`src/rtl/pipe_hazard_ctrl_pkg.sv`:
```
// Shared types and constants for the pipeline hold/flush sequencer.
// Also holds the load-use hazard detector used by the controller.
package pipe_ctrl_pkg;

    typedef enum logic [0:0] {
        RUN     = 1'b0,
        MC_WAIT = 1'b1
    } hz_state_e;

    localparam logic [4:0]  REG_ZERO = 5'd0;
    localparam logic [31:0] NOP_INSN = 32'h0000_0013;

    // A load in EX whose result is read by the instruction in ID; x0 never creates a dependency.
    function automatic logic load_use(
        input logic       is_load,
        input logic [4:0] ex_rd,
        input logic [4:0] rs1,
        input logic [4:0] rs2,
        input logic       rs1_re,
        input logic       rs2_re
    );
        return is_load && (ex_rd != REG_ZERO) &&
               ((rs1_re && (rs1 == ex_rd)) || (rs2_re && (rs2 == ex_rd)));
    endfunction

endpackage

```
`src/rtl/pipe_hazard_ctrl_if.sv`:
```
// Control bundle between the pipeline and the hazard sequencer.
// master = pipeline side, slave = sequencer side.
interface pipe_hazard_ctrl_if;

    logic       jump_flag_i;
    logic       ex_is_load_i;
    logic [4:0] ex_rd_i;
    logic [4:0] id_rs1_i;
    logic [4:0] id_rs2_i;
    logic       id_rs1_re_i;
    logic       id_rs2_re_i;
    logic       mc_start_i;
    logic       bus_wait_i;

    logic       pc_hold_o;
    logic       ifid_hold_o;
    logic       ifid_flush_o;
    logic       idex_hold_o;
    logic       idex_flush_o;
    logic       exmem_hold_o;
    logic       exmem_flush_o;
    logic       mc_busy_o;
    logic       mc_done_o;

    modport master (
        output jump_flag_i, ex_is_load_i, ex_rd_i, id_rs1_i, id_rs2_i,
               id_rs1_re_i, id_rs2_re_i, mc_start_i, bus_wait_i,
        input  pc_hold_o, ifid_hold_o, ifid_flush_o, idex_hold_o, idex_flush_o,
               exmem_hold_o, exmem_flush_o, mc_busy_o, mc_done_o
    );

    modport slave (
        input  jump_flag_i, ex_is_load_i, ex_rd_i, id_rs1_i, id_rs2_i,
               id_rs1_re_i, id_rs2_re_i, mc_start_i, bus_wait_i,
        output pc_hold_o, ifid_hold_o, ifid_flush_o, idex_hold_o, idex_flush_o,
               exmem_hold_o, exmem_flush_o, mc_busy_o, mc_done_o
    );

endinterface

```
`src/rtl/pipe_hazard_ctrl_mc_counter.sv`:
```
// Loadable down-counter for multi-cycle ops: saturates at zero, holds while frozen,
// load wins over freeze.
module mc_counter #(
    parameter int CNT_W = 8
) (
    input  logic             clk,
    input  logic             rst,
    input  logic             i_load,
    input  logic             i_freeze,
    input  logic [CNT_W-1:0] i_load_val,
    output logic             o_zero
);

    localparam logic [CNT_W-1:0] CNT_ZERO = {CNT_W{1'b0}};
    localparam logic [CNT_W-1:0] CNT_ONE  = {{(CNT_W-1){1'b0}}, 1'b1};

    logic [CNT_W-1:0] r_cnt;

    // Counter register: load, freeze, or count down towards zero.
    always_ff @(posedge clk or negedge rst) begin
        if (!rst) begin
            r_cnt <= CNT_ZERO;
        end else if (i_load) begin
            r_cnt <= i_load_val;
        end else if (!i_freeze && (r_cnt != CNT_ZERO)) begin
            r_cnt <= r_cnt - CNT_ONE;
        end else begin
            r_cnt <= r_cnt;
        end
    end

    assign o_zero = (r_cnt == CNT_ZERO);

endmodule

```
`src/rtl/pipe_hazard_ctrl.sv`:
```
// Central hold/flush sequencer for the 5-stage pipeline: load-use stalls, jump flushes,
// fixed-latency multi-cycle ops and data-bus wait states.
module pipe_hazard_ctrl
    import pipe_ctrl_pkg::*;
#(
    parameter int MC_CYCLES = 32,
    parameter int CNT_W     = 8
) (
    input logic               clk,
    input logic               rst,
    pipe_hazard_ctrl_if.slave hz
);

    // The counter tracks the held MC_WAIT cycles; reaching zero marks the release cycle.
    localparam logic [CNT_W-1:0] MC_LOAD = CNT_W'(MC_CYCLES);

    hz_state_e r_state;
    hz_state_e w_state_nxt;
    logic      r_jump_pend;
    logic      w_pend_nxt;
    logic      w_cnt_load;
    logic      w_cnt_freeze;
    logic      w_cnt_zero;
    logic      w_lu;

    assign w_lu = load_use(hz.ex_is_load_i, hz.ex_rd_i, hz.id_rs1_i, hz.id_rs2_i,
                           hz.id_rs1_re_i, hz.id_rs2_re_i);

    mc_counter #(.CNT_W(CNT_W)) u_mc_counter (
        .clk        (clk),
        .rst        (rst),
        .i_load     (w_cnt_load),
        .i_freeze   (w_cnt_freeze),
        .i_load_val (MC_LOAD),
        .o_zero     (w_cnt_zero)
    );

    // State and pending-jump registers.
    always_ff @(posedge clk or negedge rst) begin
        if (!rst) begin
            r_state     <= RUN;
            r_jump_pend <= 1'b0;
        end else begin
            r_state     <= w_state_nxt;
            r_jump_pend <= w_pend_nxt;
        end
    end

    // Next-state and control outputs; priority bus_wait > MC_WAIT > jump > load-use.
    always_comb begin
        w_state_nxt      = r_state;
        w_pend_nxt       = r_jump_pend;
        w_cnt_load       = 1'b0;
        w_cnt_freeze     = 1'b1;
        hz.pc_hold_o     = 1'b0;
        hz.ifid_hold_o   = 1'b0;
        hz.ifid_flush_o  = 1'b0;
        hz.idex_hold_o   = 1'b0;
        hz.idex_flush_o  = 1'b0;
        hz.exmem_hold_o  = 1'b0;
        hz.exmem_flush_o = 1'b0;
        hz.mc_busy_o     = 1'b0;
        hz.mc_done_o     = 1'b0;

        if (!rst) begin
            hz.ifid_flush_o  = 1'b1;
            hz.idex_flush_o  = 1'b1;
            hz.exmem_flush_o = 1'b1;
        end else if (hz.bus_wait_i) begin
            // Whole pipe frozen; a jump resolved now is replayed once the bus is ready.
            hz.pc_hold_o    = 1'b1;
            hz.ifid_hold_o  = 1'b1;
            hz.idex_hold_o  = 1'b1;
            hz.exmem_hold_o = 1'b1;
            hz.mc_busy_o    = (r_state == MC_WAIT) && !w_cnt_zero;
            w_pend_nxt      = r_jump_pend | hz.jump_flag_i;
        end else begin
            case (r_state)
                MC_WAIT: begin
                    if (w_cnt_zero) begin
                        hz.mc_done_o = 1'b1;
                        w_state_nxt  = RUN;
                    end else begin
                        hz.mc_busy_o     = 1'b1;
                        hz.pc_hold_o     = 1'b1;
                        hz.ifid_hold_o   = 1'b1;
                        hz.idex_hold_o   = 1'b1;
                        hz.exmem_flush_o = 1'b1;
                        w_cnt_freeze     = 1'b0;
                    end
                end
                RUN: begin
                    if (hz.jump_flag_i || r_jump_pend) begin
                        hz.ifid_flush_o = 1'b1;
                        hz.idex_flush_o = 1'b1;
                        w_pend_nxt      = 1'b0;
                    end else if (hz.mc_start_i) begin
                        hz.pc_hold_o     = 1'b1;
                        hz.ifid_hold_o   = 1'b1;
                        hz.idex_hold_o   = 1'b1;
                        hz.exmem_flush_o = 1'b1;
                        w_cnt_load       = 1'b1;
                        w_state_nxt      = MC_WAIT;
                    end else if (w_lu) begin
                        hz.pc_hold_o    = 1'b1;
                        hz.ifid_hold_o  = 1'b1;
                        hz.idex_flush_o = 1'b1;
                    end else begin
                        w_state_nxt = RUN;
                    end
                end
                default: begin
                    w_state_nxt = RUN;
                end
            endcase
        end
    end

endmodule

```
`src/flat_wrapper.sv`:
```
// flat-port wrapper written by rule: the top's interface ports become plain ports
module pipe_hazard_ctrl_flat import pipe_ctrl_pkg::*;
#(
    parameter int MC_CYCLES = 32,
    parameter int CNT_W     = 8
)
  (clk, rst, hz_jump_flag_i, hz_ex_is_load_i, hz_ex_rd_i, hz_id_rs1_i, hz_id_rs2_i, hz_id_rs1_re_i, hz_id_rs2_re_i, hz_mc_start_i, hz_bus_wait_i, hz_pc_hold_o, hz_ifid_hold_o, hz_ifid_flush_o, hz_idex_hold_o, hz_idex_flush_o, hz_exmem_hold_o, hz_exmem_flush_o, hz_mc_busy_o, hz_mc_done_o);
  pipe_hazard_ctrl_if hz_i ();
  input logic clk;
  input logic rst;
  input wire logic [$bits(hz_i.jump_flag_i)-1:0] hz_jump_flag_i;
  input wire logic [$bits(hz_i.ex_is_load_i)-1:0] hz_ex_is_load_i;
  input wire logic [$bits(hz_i.ex_rd_i)-1:0] hz_ex_rd_i;
  input wire logic [$bits(hz_i.id_rs1_i)-1:0] hz_id_rs1_i;
  input wire logic [$bits(hz_i.id_rs2_i)-1:0] hz_id_rs2_i;
  input wire logic [$bits(hz_i.id_rs1_re_i)-1:0] hz_id_rs1_re_i;
  input wire logic [$bits(hz_i.id_rs2_re_i)-1:0] hz_id_rs2_re_i;
  input wire logic [$bits(hz_i.mc_start_i)-1:0] hz_mc_start_i;
  input wire logic [$bits(hz_i.bus_wait_i)-1:0] hz_bus_wait_i;
  output wire logic [$bits(hz_i.pc_hold_o)-1:0] hz_pc_hold_o;
  output wire logic [$bits(hz_i.ifid_hold_o)-1:0] hz_ifid_hold_o;
  output wire logic [$bits(hz_i.ifid_flush_o)-1:0] hz_ifid_flush_o;
  output wire logic [$bits(hz_i.idex_hold_o)-1:0] hz_idex_hold_o;
  output wire logic [$bits(hz_i.idex_flush_o)-1:0] hz_idex_flush_o;
  output wire logic [$bits(hz_i.exmem_hold_o)-1:0] hz_exmem_hold_o;
  output wire logic [$bits(hz_i.exmem_flush_o)-1:0] hz_exmem_flush_o;
  output wire logic [$bits(hz_i.mc_busy_o)-1:0] hz_mc_busy_o;
  output wire logic [$bits(hz_i.mc_done_o)-1:0] hz_mc_done_o;
  assign hz_i.jump_flag_i = hz_jump_flag_i;
  assign hz_i.ex_is_load_i = hz_ex_is_load_i;
  assign hz_i.ex_rd_i = hz_ex_rd_i;
  assign hz_i.id_rs1_i = hz_id_rs1_i;
  assign hz_i.id_rs2_i = hz_id_rs2_i;
  assign hz_i.id_rs1_re_i = hz_id_rs1_re_i;
  assign hz_i.id_rs2_re_i = hz_id_rs2_re_i;
  assign hz_i.mc_start_i = hz_mc_start_i;
  assign hz_i.bus_wait_i = hz_bus_wait_i;
  assign hz_pc_hold_o = hz_i.pc_hold_o;
  assign hz_ifid_hold_o = hz_i.ifid_hold_o;
  assign hz_ifid_flush_o = hz_i.ifid_flush_o;
  assign hz_idex_hold_o = hz_i.idex_hold_o;
  assign hz_idex_flush_o = hz_i.idex_flush_o;
  assign hz_exmem_hold_o = hz_i.exmem_hold_o;
  assign hz_exmem_flush_o = hz_i.exmem_flush_o;
  assign hz_mc_busy_o = hz_i.mc_busy_o;
  assign hz_mc_done_o = hz_i.mc_done_o;
  pipe_hazard_ctrl #(.MC_CYCLES(MC_CYCLES), .CNT_W(CNT_W)) u_core (.clk(clk), .rst(rst), .hz(hz_i));
endmodule
```
`config.mk`:
```
export PLATFORM = sky130hd
export DESIGN_NAME = pipe_hazard_ctrl_flat
export DESIGN_NICKNAME = d
export VERILOG_FILES = /design/src/rtl/pipe_hazard_ctrl_pkg.sv /design/src/rtl/pipe_hazard_ctrl_if.sv /design/src/rtl/pipe_hazard_ctrl_mc_counter.sv /design/src/rtl/pipe_hazard_ctrl.sv /design/src/flat_wrapper.sv
export SDC_FILE = /design/constraint.sdc
export NUM_CORES = 1
export LEC_CHECK = 0
export CORE_ASPECT_RATIO = 1.25
export CORE_UTILIZATION = 44
export DETAILED_ROUTE_END_ITERATION = 16
export PLACE_DENSITY = 0.79
export SKIP_CTS_REPAIR_TIMING = 1
export SLEW_MARGIN = 40
export SYNTH_ARGS = -nofsm -noshare
export SYNTH_HDL_FRONTEND = slang
export SYNTH_SLANG_ARGS = --single-unit
```
`constraint.sdc`:
```
create_clock -name clk -period 2.85 [get_ports clk]
set_clock_uncertainty 0.15 [all_clocks]
set_input_delay 0.57 -clock clk [delete_from_list [all_inputs] [get_ports clk]]
set_output_delay 0.57 -clock clk [all_outputs]
set_load 0.01 [all_outputs]
```
==> results.yml, run 1 <==
run_status:
  status: "completed"
setup_path:
  cp.required_ps: 2130
  crit_type: "primary input to output pin"
  rrSetupSlack_ps: 820
  crit_chain: "clkdlybuf4s50_1 -> or4_1 -> o21ai_2 -> or4_1 -> o21bai_1 -> dlymetal6s2s_1"
  rr_startpoint: "u_core.u_mc_counter.r_cnt[0]"
  arrival_ps: 2070
  end_kind: "output pin"
  critPathMaxFanout: 3
  cp_common_cell: "or4_1"
  worst-r2r-cell-count: 8
  cp_slowest_cell: "clkdlybuf4s50_1"
  r2r-end: "u_core.r_state"
  startpoint: "hz_ex_rd_i[4]"
  cpPeakStageDelay_ps: 470
  startpoint_type: "primary input"
clock_tree:
  cts_buffer_depth: 2
  htree_num_levels: 1
  cts_made_buffers: 3
  cts_tree: "done"
  clkSinkCount: 10
  clkTransAtPathRegs_ps: 70
  clk_latency_ps: 280
  cts_root_buf: "clkbuf_4"
global_routing:
  grt_overflow: 0
  grt_max_degree: 12
  antenna_found_initial: 0
  grt_first_pass_wirelength_um: 3660
  grt_pass1_vias: 885
  groute.usage.overall_pct: 22.1
power_and_ir_drop:
  power_density_nw_per_um2: 632
  p_leak_uw: 0.000671
  ir_drop_mv: 0.482
  power.total_uw: 885
sta:
  finalHoldViolations: 0
  slew_violations: 0
  setup_viol: 0
  worst_pin_slew_ps: 344
  maxSlewHeadroom_pct: 77.0
  post-route-period-util_pct: 97.8
  max_freq_mhz: 359
  finalSetupTns_ps: 0
  grt_setup_unrepaired: "yes"
  finalCriticalPeriod_ps: 2790
  whs_ps: 410
drt:
  antenna_left: 0
  num_vias: 930
  firstDrtPassIters: 4
  drc: 0
  wl_per_cell_um: 14.8
  wirelength_um: 2410
  routed_via_density: 5.71
  drt_iter0_markers: 13
yosys:
  yosysSeqAreaShare_pct: 28.4
  ys_warn_count: 0
  netlist.area_leader.share_pct: 28.4
  netlist_instances: 97
  synthTopCellsByCount: "10 x dfrtp_1, 9 x nand2_1, 8 x xor2_1"
  netlist_area_um2: 880
  ys_ff_latch: 10
  synth.area.top_cells: "dfrtp_1 28%, mux2i_1 8.0%, xor2_1 8.0%"
  synth_flop_cell: "dfrtp_1"
  synth_edf_count: 0
  avgSynthCellArea_um2: 9.07
  synthesis.nets: 122
  synth.distinct_cells: 39
  yosysMostFrequentCell: "dfrtp_1"
  async_flop_share_pct: 100
  synth_top_cell_by_area: "dfrtp_1"
finish:
  fin_nets: 170
  n_antenna_cell: 0
  syn_to_final_growth_pct: 59.0
  final_area_um2: 1400
  utilization_pct: 76.5
  drive_gt1_share_pct: 22.9
worst_hold_path:
  hold_path_end: "u_core.u_mc_counter.r_cnt[6]"
  holdPathStages: 2
  hold_path_startpoint: "u_core.u_mc_counter.r_cnt[6]"
  hold_class: "flop to flop"
die:
  ios: 32
  die_h_um: 52.0
  die_x_um: 42.0
  coreArea_um2: 1830
  start_util_pct: 48.1
  dieArea_um2: 2180
  rows: 17
placed_design:
  detailed_place_hpwl_um: 1860
  portBuffers: 31
  placement.cell_area_um2: 1300
  place_congestion: 0.848
run:
  drv_cap: 0
==> area by class of cell <==
type / count / area, um2
Inverter: 3 / 11.3
Tap cell: 19 / 23.8
Fill cell: 134 / 430
Timing Repair Buffer: 47 / 450
Multi-Input combinational cell: 80 / 627
Clock buffer: 4 / 36.3
Sequential cell: 10 / 250
==> state kept, by name (all words and copies together), names as in the netlist <==
register,flops
u_core.r_jump_pend,1
u_core.r_state,1
u_core.u_mc_counter.r_cnt,8
==> how the worst max path moves through the flow <==
stage	endpoint	slack [ps]	cells after the start
after global routing	hz_exmem_hold_o	-1	5
after global placement	hz_pc_hold_o	-480	6
final	hz_idex_flush_o	60	6
after floorplan	hz_pc_hold_o	330	5
after detailed placement	hz_pc_hold_o	-560	6
after CTS	hz_pc_hold_o	-560	6
==> kinds of logic after synthesis <==
kind of cell	Yosys count	share of synthesized area, %
fa+ha+maj	2	2.84
buf+inv	7	3.84
simple gates	41	28.4
mux	7	7.97
xor+xnor	10	9.96
compound gates	20	18.5
flops	10	28.4
==> per-layer routing <==
metal  track usage [%]  up-vias  wire length [um]
met5                 0        -                 0
met4              12.9        0               106
met3              4.51       13               224
met2              41.1       59              1210
met1              22.6      411               867
li1                  -      447                 -
==> power by group <==
| group | switching (uW) | internal (uW) |
|---|---|---|
| Combinational | 238 | 267 |
| Clock | 53.2 | 77.8 |
| Sequential | 48.2 | 201 |
| Total | 340 | 545 |
==> through the flow <==
stage / setup slack [ps] / std cells
after floorplan: 335 / 97
after global placement: -478 / 158
after detailed placement: -555 / 158
after CTS: -555 / 162
after global routing: -1.47 / 163
final: 61.7 / 163
==> cell usage in the layout (no fill, tap or decap), types with 2 or more instances in the layout <==
cell             instances
dlymetal6s2s_1           9
buf_6                    2
mux2i_1                  7
a211oi_1                 2
xnor2_1                  2
nor2_1                   6
nand2_1                  9
a21oi_1                  6
or4_1                    2
nor4_1                   2
and2_1                   2
nand2b_1                 7
buf_4                   14
dfrtp_1                 10
or3_1                    2
clkdlybuf4s50_1         20
inv_1                    3
xor2_1                   8
clkbuf_4                 3
nor3_1                   2
ha_1                     2
==> critical path: cells and delay by family <==
kind	cells	cell delay [ps]
AO/OA/AOI/OAI	2	240
AND/OR/NAND/NOR	2	620
buffers and inverters	2	640
(Power assumes the default switching activity.)
==> inputs of run 2 (changes only) <==
- CORE_MARGIN: not set -> 4
==> run 2 against run 1 <==
Wire length is 5.7% higher. Largest cell class unchanged. Die area is 27% higher. Critical path type unchanged. Largest power group unchanged. Critical path depth stayed put.
==> results.yml, run 2 (synthesis results as in run 1) <==
run_status:
  status: "completed"
sta:
  finalHoldViolations: 0
  grt_setup_unrepaired: "no"
  maxSlewHeadroom_pct: 77.0
  slew_violations: 0
  finalCriticalPeriod_ps: 2710
  worst_pin_slew_ps: 343
  max_freq_mhz: 369
  whs_ps: 403
  setup_viol: 0
  post-route-period-util_pct: 95.1
power_and_ir_drop:
  p_comb_share_pct: 60.6
  switching_share_pct: 39.4
  p_int_uw: 515
  p_leak_uw: 0.000683
  power.total_uw: 851
  seqPwrFrac_pct: 28.3
  p_switching_uw: 336
  clock_power_share_pct: 11.1
  ir_drop_mv: 0.494
  power_density_nw_per_um2: 610
drt:
  wl_per_cell_um: 15.5
  firstDrtPassIters: 4
  antenna_left: 0
  num_vias: 927
  routed_via_density: 5.65
  wirelength_um: 2550
  drc: 0
  drt_iter0_markers: 30
die:
  ios: 32
  coreArea_um2: 1830
  die_h_um: 58.0
  start_util_pct: 48.1
  rows: 17
  die_x_um: 48.0
  dieArea_um2: 2780
setup_path:
  arrival_ps: 1990
  end_kind: "output pin"
  cp_top_family: "buffers and inverters"
  rrSetupSlack_ps: 830
  cp_num_cells: 6
  cp_common_cell: "or4_1"
  critPathMaxFanout: 3
  startpoint_type: "primary input"
  worst-r2r-cell-count: 8
  cpPeakStageDelay_ps: 520
  rr_startpoint: "u_core.u_mc_counter.r_cnt[0]"
  cp_num_buf_inv: 2
  cp_slowest_cell: "clkdlybuf4s50_1"
  crit_chain: "clkdlybuf4s50_1 -> or4_1 -> o21ai_1 -> or4_1 -> o21bai_1 -> clkbuf_2"
  crit_type: "primary input to output pin"
  cp.required_ps: 2130
  r2r-end: "u_core.r_state"
clock_tree:
  clkSinkCount: 10
  cts_root_buf: "clkbuf_4"
  clkTransAtPathRegs_ps: 60
  cts_tree: "done"
  clk_latency_ps: 260
  cts_made_buffers: 3
  cts_buffer_depth: 2
  htree_num_levels: 1
global_routing:
  antenna_found_initial: 0
  groute.usage.overall_pct: 19.3
  grt_max_degree: 18
  grt_first_pass_wirelength_um: 3900
  grt_overflow: 0
  grt_pass1_vias: 941
finish:
  fillCellCount: 138
  final_common_cell: "buf_4"
  n_antenna_cell: 0
  syn_to_final_growth_pct: 58.5
  fin_nets: 172
  drive_gt1_share_pct: 24.8
  top_regs: "u_core.u_mc_counter.r_cnt x8, u_core.r_jump_pend x1, u_core.r_state x1"
  most-common-layout-cells: "18 x buf_4, 17 x clkdlybuf4s50_1, 10 x dlymetal6s2s_1, 10 x dfrtp_1, 9 x nand2_1"
  layoutNonFillerInstCount: 164
  area.sequential_um2: 250
  regMostFlops: "u_core.u_mc_counter.r_cnt"
  multiInputGateArea_um2: 629
  largest_reg_flops: 8
placed_design:
  dp.cells: 161
  place_congestion: 0.906
  portBuffers: 31
  detailed_place_hpwl_um: 2030
worst_hold_path:
  hold_path_startpoint: "u_core.u_mc_counter.r_cnt[7]"
  hold_path_end: "u_core.u_mc_counter.r_cnt[7]"
  hold_class: "flop to flop"
  holdPathStages: 2
run:
  drv_cap: 0
[run 2: cell types whose count changed in the layout (fill, tap and decap cells not counted), sizes merged]
cell	before	now
clkdlybuf4s50	20	17
dlymetal6s2s	9	10
clkbuf	5	4
buf	17	21
[run 2: through the flow]
stage | setup slack, ps | setup TNS (ps) | util, % | instance area (um2)
global route | 27.8 | 0 | 76.2 | 1390
global placement | -473 | -1520 | 72.5 | 1330
CTS | -551 | -2000 | 73.7 | 1350
finish | 140 | 0 | 76.2 | 1390
floorplan | 335 | 0 | - | 880
detailed placement | -545 | -1880 | 72.5 | 1330
[run 2: layout make-up]
cell class,instances,area share [%]
well taps,19,1.71
multi-input cells,80,45.2
flip-flops and latches,10,18.0
clock buffers,3,1.62
repair buffers,49,32.8
inverters,3,0.808
[run 2: routing by layer]
metal  part of all wire, %  global-route usage, %
met1                    33                   18.2
met2                    55                   35.9
met3                    11                   4.97
met4                   1.3                   8.46
met5                     0                      0
[run 2: how the worst max path moves through the flow]
stage	start	to	slack [ps]
5_1_grt	hz_ex_rd_i[4]	hz_pc_hold_o	30
3_3_place_gp	hz_ex_rd_i[4]	hz_pc_hold_o	-470
3_5_place_dp	hz_ex_rd_i[0]	hz_ifid_hold_o	-540
2_1_floorplan	hz_ex_rd_i[4]	hz_pc_hold_o	330
6_report	hz_ex_rd_i[4]	hz_idex_flush_o	140
4_1_cts	hz_ex_rd_i[0]	hz_ifid_hold_o	-550
[run 2: power by group through the flow]
stage / clock network [uW] / registers (uW) / logic (uW)
finish: 94.1 / 241 / 516
global placement: 0 / 239 / 487
floorplan: 0 / 240 / 284
CTS: 98.8 / 240 / 512
global route: 109 / 250 / 568
detailed placement: 0 / 242 / 509
[run 2: worst register-to-register path: cells and delay by family (launching register included)]
| family | cells | cell delay, ps |
|---|---|---|
| fa+ha+maj | 1 | 150 |
| compound gates | 3 | 380 |
| simple gates | 1 | 470 |
| buf+inv | 3 | 390 |
| flops | 1 | 350 |
==> inputs of run 3 (changes only) <==
- PLACE_DENSITY: 0.79 -> 0.81
==> run 3 against run 2 <==
Setup slack got worse by 74 ps. Clock-buffer cell count did not move. Largest cell class unchanged. Register-to-register slack got worse by 80 ps. Clock power rose by 2.4%.
==> results.yml, run 3 (synthesis results as in run 1) <==
power_and_ir_drop:
  p_comb_share_pct: 60.0
  p_switching_uw: 337
  switching_share_pct: 39.7
  p_leak_uw: 0.000664
  seqPwrFrac_pct: 28.7
  p_int_uw: 512
  ir_drop_mv: 0.433
  clock_power_share_pct: 11.4
  power_density_nw_per_um2: 618
die:
  dieArea_um2: 2780
  coreArea_um2: 1830
  die_h_um: 58.0
  rows: 17
  ios: 32
  start_util_pct: 48.1
  die_x_um: 48.0
placed_design:
  place_congestion: 0.824
  portBuffers: 31
  detailed_place_hpwl_um: 2080
sta:
  setup_viol: 0
  post-route-period-util_pct: 97.7
  finalHoldViolations: 0
  finalSetupTns_ps: 0
  finalCriticalPeriod_ps: 2780
  worst_pin_slew_ps: 353
  slew_violations: 0
  max_freq_mhz: 359
  maxSlewHeadroom_pct: 76.4
clock_tree:
  cts_made_buffers: 3
  clkSinkCount: 10
  clkTransAtPathRegs_ps: 60
  cts_tree: "done"
  cts_buffer_depth: 2
  htree_num_levels: 1
  cts_root_buf: "clkbuf_4"
  clk_latency_ps: 270
finish:
  regMostFlops: "u_core.u_mc_counter.r_cnt"
  multiInputGateArea_um2: 624
  fillCellCount: 137
  final_common_cell: "clkdlybuf4s50_1"
  drive_gt1_share_pct: 23.2
  largest_reg_flops: 8
  utilization_pct: 75.0
  area.sequential_um2: 250
  most-common-layout-cells: "19 x clkdlybuf4s50_1, 15 x buf_4, 10 x dfrtp_1, 9 x nand2_1, 9 x dlymetal6s2s_1"
  fin_nets: 169
  top_regs: "u_core.u_mc_counter.r_cnt x8, u_core.r_jump_pend x1, u_core.r_state x1"
  n_antenna_cell: 0
  syn_to_final_growth_pct: 56.0
global_routing:
  grt_pass1_vias: 920
  gr-usage-met2_pct: 36.3
  groute.usage.overall_pct: 19.7
  grt-busiest-layer: "met2"
  use_met3_pct: 6.83
  grt_first_pass_wirelength_um: 3910
  met1_usage_pct: 17.8
  antenna_found_initial: 0
  grt_max_degree: 18
  grt_overflow: 0
setup_path:
  startpoint_type: "primary input"
  crit_type: "primary input to output pin"
  end_kind: "output pin"
  cp.required_ps: 2130
  critPathMaxFanout: 3
  arrival_ps: 2060
drt:
  wirelength_um: 2570
  wl_per_cell_um: 16.0
  drt_iter0_markers: 12
  drc: 0
  firstDrtPassIters: 4
  num_vias: 895
  routed_via_density: 5.56
  antenna_left: 0
worst_hold_path:
  hold_class: "flop to flop"
run:
  drv_cap: 0
run_status:
  status: "completed"
run 3: changes by cell type in the layout (fill, tap and decap cells not counted), sizes merged:
| cell | previous run | this run |
|---|---|---|
| buf | 21 | 18 |
| clkdlybuf4s50 | 17 | 19 |
| dlymetal6s2s | 10 | 9 |
| clkbuf | 4 | 3 |
run 3: final timing paths:
kind	from	endpoint	slack [ps]	cells past startpoint
max	hz_ex_rd_i[2]	hz_idex_flush_o	70	6
min	u_core.u_mc_counter.r_cnt[7]	u_core.u_mc_counter.r_cnt[7]	390	2
max reg2reg	u_core.u_mc_counter.r_cnt[0]	u_core.r_state	750	8
min reg2reg	u_core.u_mc_counter.r_cnt[7]	u_core.u_mc_counter.r_cnt[7]	390	2
max in group asynchronous	rst	u_core.r_jump_pend	1870	2
min in group asynchronous	rst	u_core.u_mc_counter.r_cnt[5]	540	2
run 3: layout make-up:
class,count,share of cell area (%)
Multi-Input combinational cell,80,45.5
Inverter,3,0.820
Clock buffer,3,1.64
Timing Repair Buffer,46,32.1
Tap cell,19,1.73
Sequential cell,10,18.2
run 3: critical path: stages:
cell and delay, ps:
clkdlybuf4s50_1 470, or4_4 510, o21ai_2 180, or4_1 130, o21bai_1 60, buf_2 140
run 3: routing by layer:
metal  vias to the layer above  part of all wire, %
met5                         -                    0
met4                         0                  2.5
met3                         7                   12
met2                        36                   53
met1                       414                   33
li1                        438                    -
run 3: through the flow:
step                setup slack, ps  total power, uW  area [um2]  instances  hold WS, ps
global route                  -19.1              915        1370        161          444
floorplan                       335              524         880         97          124
global placement               -473              720        1300        157          370
CTS                            -511              843        1320        160          395
detailed placement             -515              743        1300        157          378
finish                         66.5              848        1370        161          394
run 3: power by group through the flow:
| stage | Clock (uW) | Sequential, uW | Combinational, uW |
|---|---|---|---|
| floorplan | 0 | 240 | 284 |
| global placement | 0 | 239 | 481 |
| detailed placement | 0 | 246 | 497 |
| CTS | 99.0 | 244 | 501 |
| global route | 107 | 250 | 557 |
| finish | 96.4 | 243 | 509 |
